===== src/rtl/regfile_scoreboard_pkg.sv =====
// rv_pkg: shared register-file widths, address/data types and the x0 index.
package rv_pkg;
  localparam int XLEN_DEFAULT = 32;
  localparam int NREGS_DEFAULT = 32;
  typedef logic [4:0] reg_addr_t;
  typedef logic [XLEN_DEFAULT-1:0] xword_t;
  localparam reg_addr_t REG_ZERO = '0;
endpackage


===== src/rtl/regfile_scoreboard_sb.sv =====
// rf_scoreboard: per-register busy bits, their population count and issue acceptance.
module rf_scoreboard
  import rv_pkg::*;
#(
  parameter int NREGS = NREGS_DEFAULT,
  parameter int AW = $clog2(NREGS)
) (
  input  logic             clk,
  input  logic             rst,
  input  logic             issue_valid,
  input  logic [AW-1:0]    issue_rd,
  output logic             issue_ready,
  input  logic             wb_valid,
  input  logic [AW-1:0]    wb_addr,
  input  logic             flush,
  output logic [NREGS-1:0] busy_vec,
  output logic [AW:0]      busy_cnt
);
  localparam logic [AW-1:0] ZERO = AW'(REG_ZERO);
  logic [NREGS-1:0] busy_q, busy_d;
  logic [AW:0] cnt_q, cnt_d;
  logic accept;
  assign issue_ready = (issue_rd == ZERO) || !busy_q[issue_rd] || (wb_valid && wb_addr == issue_rd);
  assign accept = issue_valid && issue_ready && !flush;
  // Later assignments take priority: writeback clear, then issue set, then flush.
  always_comb begin
    busy_d = busy_q;
    if (wb_valid) busy_d[wb_addr] = 1'b0;
    if (accept) busy_d[issue_rd] = 1'b1;
    if (flush) busy_d = '0;
    busy_d[0] = 1'b0;
    cnt_d = '0;
    for (int i = 0; i < NREGS; i++) cnt_d = cnt_d + {{AW{1'b0}}, busy_d[i]};
  end
  always_ff @(posedge clk) begin
    if (!rst) begin
      busy_q <= '0;
      cnt_q <= '0;
    end else begin
      busy_q <= busy_d;
      cnt_q <= cnt_d;
    end
  end
  assign busy_vec = busy_q;
  assign busy_cnt = cnt_q;
endmodule


===== src/rtl/regfile_scoreboard.sv =====
// regfile_scoreboard: integer register file with scoreboard busy bits and writeback bypass.
module regfile_scoreboard
  import rv_pkg::*;
#(
  parameter int XLEN = XLEN_DEFAULT,
  parameter int NREGS = NREGS_DEFAULT,
  parameter int AW = $clog2(NREGS),
  parameter int NRD = 2,
  parameter int BYPASS = 1
) (
  input  logic                clk,
  input  logic                rst,
  input  logic [NRD*AW-1:0]   rd_addr,
  output logic [NRD*XLEN-1:0] rd_data,
  output logic [NRD-1:0]      rd_busy,
  input  logic                issue_valid,
  input  logic [AW-1:0]       issue_rd,
  output logic                issue_ready,
  input  logic                wb_valid,
  input  logic [AW-1:0]       wb_addr,
  input  logic [XLEN-1:0]     wb_data,
  input  logic                flush,
  output logic [NREGS-1:0]    busy_vec,
  output logic [AW:0]         busy_cnt
);
  localparam logic [AW-1:0] ZERO = AW'(REG_ZERO);
  logic [XLEN-1:0] rf_q [NREGS];
  always_ff @(posedge clk) begin
    if (!rst) begin
      for (int i = 0; i < NREGS; i++) rf_q[i] <= '0;
    end else if (wb_valid && wb_addr != ZERO) begin
      rf_q[wb_addr] <= wb_data;
    end
  end
  for (genvar i = 0; i < NRD; i++) begin : g_rd
    logic [AW-1:0] addr;
    logic hit;
    assign addr = rd_addr[i*AW +: AW];
    assign hit = (BYPASS != 0) && wb_valid && wb_addr == addr && addr != ZERO;
    assign rd_data[i*XLEN +: XLEN] = (addr == ZERO) ? '0 : hit ? wb_data : rf_q[addr];
    assign rd_busy[i] = (addr != ZERO) && !hit && busy_vec[addr];
  end
  rf_scoreboard #(.NREGS(NREGS), .AW(AW)) u_sb (
    .clk(clk),
    .rst(rst),
    .issue_valid(issue_valid),
    .issue_rd(issue_rd),
    .issue_ready(issue_ready),
    .wb_valid(wb_valid),
    .wb_addr(wb_addr),
    .flush(flush),
    .busy_vec(busy_vec),
    .busy_cnt(busy_cnt)
  );
endmodule


===== config.mk =====
export PLATFORM = sky130hd
export DESIGN_NAME = regfile_scoreboard
export DESIGN_NICKNAME = d
export VERILOG_FILES = /design/src/rtl/regfile_scoreboard_pkg.sv /design/src/rtl/regfile_scoreboard_sb.sv /design/src/rtl/regfile_scoreboard.sv
export SDC_FILE = /design/constraint.sdc
export NUM_CORES = 2
export LEC_CHECK = 0
export CAP_MARGIN = 40
export CORE_MARGIN = 2
export CORE_UTILIZATION = 25
export DETAILED_ROUTE_END_ITERATION = 6
export SLEW_MARGIN = 20
export SYNTH_ARGS = -nofsm -noshare
export SYNTH_HDL_FRONTEND = slang
export SYNTH_SLANG_ARGS = --single-unit

===== constraint.sdc =====
create_clock -name clk -period 16.5 [get_ports clk]
set_input_delay 3.3 -clock clk [delete_from_list [all_inputs] [get_ports clk]]
set_output_delay 3.3 -clock clk [all_outputs]
set_load 0.02 [all_outputs]

==> impl_metrics.tcl <==
set metrics [dict create \
    drt-vias-per-instance 5.48 \
    status "finished, final reports clean" \
    nNetsFinal 4080 \
    cts_buffers 99 \
    gr-usage-all-layers_pct 18.2 \
    die_w_um 486 \
    setup_viol 0 \
    synth_area_um2 58000 \
    synth_cell_types 65 \
    p_leak_nw 22.4 \
    routed_wl_um 220000 \
    vias 39000 \
    cts_root_buf "clkbuf_16" \
    skew_ps 5.53 \
    clk_latency_ps 730 \
    syn_avg_cell_area_um2 14.7 \
    slew_violations 0 \
    synth_edf_count 1024 \
    synthArstFlopShare_pct 0 \
    cp.arrival_ps 7910 \
    grt_pass1_wl_um 306000 \
    wl_per_cell_um 30.9 \
    yosysSeqAreaShare_pct 54.3 \
    drive_above_1_share_pct 22.9 \
    peakVddDrop_mv 0.0855 \
    timing.final.crit_share_pct 68.0 \
    rsz0062_at_grt "false" \
    syn2layout_area_growth_pct 16.4 \
    clock_path_buffers 3 \
    min_path_cells 2 \
    synthCells 3957 \
    multi_input_area_um2 25400 \
    layout_common_cells "edfxtp_1 (1024), and2_1 (996), mux4_2 (509)" \
    grt_overflow 0 \
    post_cts_buffers 0 \
    yosys_warnings 0 \
    stdcell_count 7118 \
    post-route-min-period_ps 11210 \
    h-tree-depth 3 \
    end_kind "output pin" \
    whs_ps 638 \
    num_io_pins 162 \
    dp_hpwl_um 123000 \
    hp-class "register to register" \
    grt_max_degree 97 \
    ys.flop_type "edfxtp_1" \
    die_area_um2 236000 \
    utilization_pct 29.3 \
    gp_congestion 0.858 \
    antenna_found_initial 30 \
    dp_cells 6908 \
    path_class "input port to output pin" \
    worst_slack_ps 5290 \
    max-slew-margin-rel_pct 36.2 \
    first_global_vias 39100 \
    tritoncts "built" \
    start_kind "input port" \
    drtPass1Iterations 5 \
    postCtsResizedCells 0 \
    setup_tns_ps 0 \
    placementRows 176 \
    post-place-ws_ps 5470 \
    final-hold-violation-count 0 \
    path_max_fanout 26 \
    io_buffers 160 \
    maxCapViolCount 0 \
    start_util_pct 25.2 \
    required_ps 13200 \
    clock.fmax_mhz 89.2 \
    tightest_slew_ps 957 \
    layout_commonest_cell "edfxtp_1" \
    drc 0 \
    power_density_nw_per_um2 96.4 \
    cts_hold_buf 0 \
    cts.sinks 1061 \
    initialDrtViolationCount 5948 \
    antenna_left 0 \
    fillers 22800 \
    cts.clk_slew.worst_paths_ps 70 \
    synth_seq_cells 1061 \
    r2r_cells 22 \
    fp.dieH_um 486 \
    core-area_um2 230000 \
    regArea_um2 31500 \
]
==> synth_stat cells, types with 9 or more instances <==
cell | count | area [um^2]
nor2_1 | 79 | 297
buf_2 | 92 | 460
nand2b_1 | 13 | 81.3
a22oi_1 | 90 | 676
nand3_1 | 57 | 285
mux4_2 | 509 | 11500
xor2_1 | 12 | 105
nand3b_1 | 10 | 75.1
inv_1 | 28 | 105
o221ai_1 | 17 | 149
nor2b_1 | 19 | 119
or3_1 | 10 | 62.6
mux2i_1 | 151 | 1510
ha_1 | 9 | 113
o32a_1 | 20 | 200
fa_1 | 23 | 460
o21ai_0 | 78 | 390
o32ai_1 | 22 | 193
o22ai_1 | 86 | 538
dfxtp_1 | 37 | 741
a32o_1 | 27 | 270
and2_1 | 998 | 6240
buf_4 | 10 | 75.1
edfxtp_1 | 1024 | 30700
clkbuf_1 | 289 | 1080
a211oi_1 | 25 | 188
nand2_1 | 51 | 191
a22o_1 | 36 | 315
buf_1 | 38 | 143
==> layout make-up <==
class,count,area share [%]
diodes,24,0.0889
clock buffers,120,3.85
clock inverters,58,1.04
inverters,28,0.156
multi-input cells,2466,37.6
flip-flops and latches,1061,46.6
well taps,3026,5.61
repair buffers,335,5.06
==> metrics by stage <==
step	instance area, um^2	power, W
CTS	67300	0.00651
finish	67500	0.00651
global placement	63400	0.00410
floorplan	58200	0.00373
detailed placement	64000	0.00413
global route	67500	0.00665
==> power by group <==
part           switching (W)  leakage (nW)  internal (W)
sequential         0.0000714          10.0       0.00310
combinational       0.000545          10.7      0.000376
clock                0.00107          1.62       0.00136
total                0.00168          22.4       0.00483
==> layer usage <==
metal	up-vias	part of all wire, %	track usage, %
li1	15400	-	-
met1	20300	35	21.4
met2	2645	49	30.2
met3	688	9.2	3.07
met4	4	7.2	12.8
met5	-	0.0096	0
==> flip-flops by register name (all words and copies together), names as in the netlist <==
name,cells
u_sb.busy_vec,31
u_sb.busy_cnt,6
rf_q,1024
==> critical path: stages <==
cell and delay, ps:
clkdlybuf4s50_1 750, or3_2 240, buf_4 480, nor3_1 190
a31oi_4 680, buf_4 530, o211ai_1 140, o21ai_0 760
clkdlybuf4s50_1 800
==> logic make-up after synthesis <==
group / synth area share [%]
buffers and inverters: 3.32
adder cells (fa/ha/maj): 0.987
XOR/XNOR: 0.257
multiplexers: 22.5
other: 0.00646
AND/OR/NAND/NOR: 13.2
AO/OA/AOI/OAI: 5.56
flip-flops: 54.3
==> final timing paths <==
check | startpoint | to | slack, ps
worst min-delay path | u_sb.busy_vec[1]$_SDFF_PN0_ | u_sb.busy_vec[1]$_SDFF_PN0_ | 640
worst max-delay path | rd_addr[4] | rd_data[15] | 5290
worst min register to register | u_sb.busy_vec[1]$_SDFF_PN0_ | u_sb.busy_vec[1]$_SDFF_PN0_ | 640
worst max register to register | u_sb.busy_vec[21]$_SDFF_PN0_ | u_sb.busy_cnt[4]$_SDFF_PN0_ | 9980
Note: power is estimated with default switching activity, not from simulation.
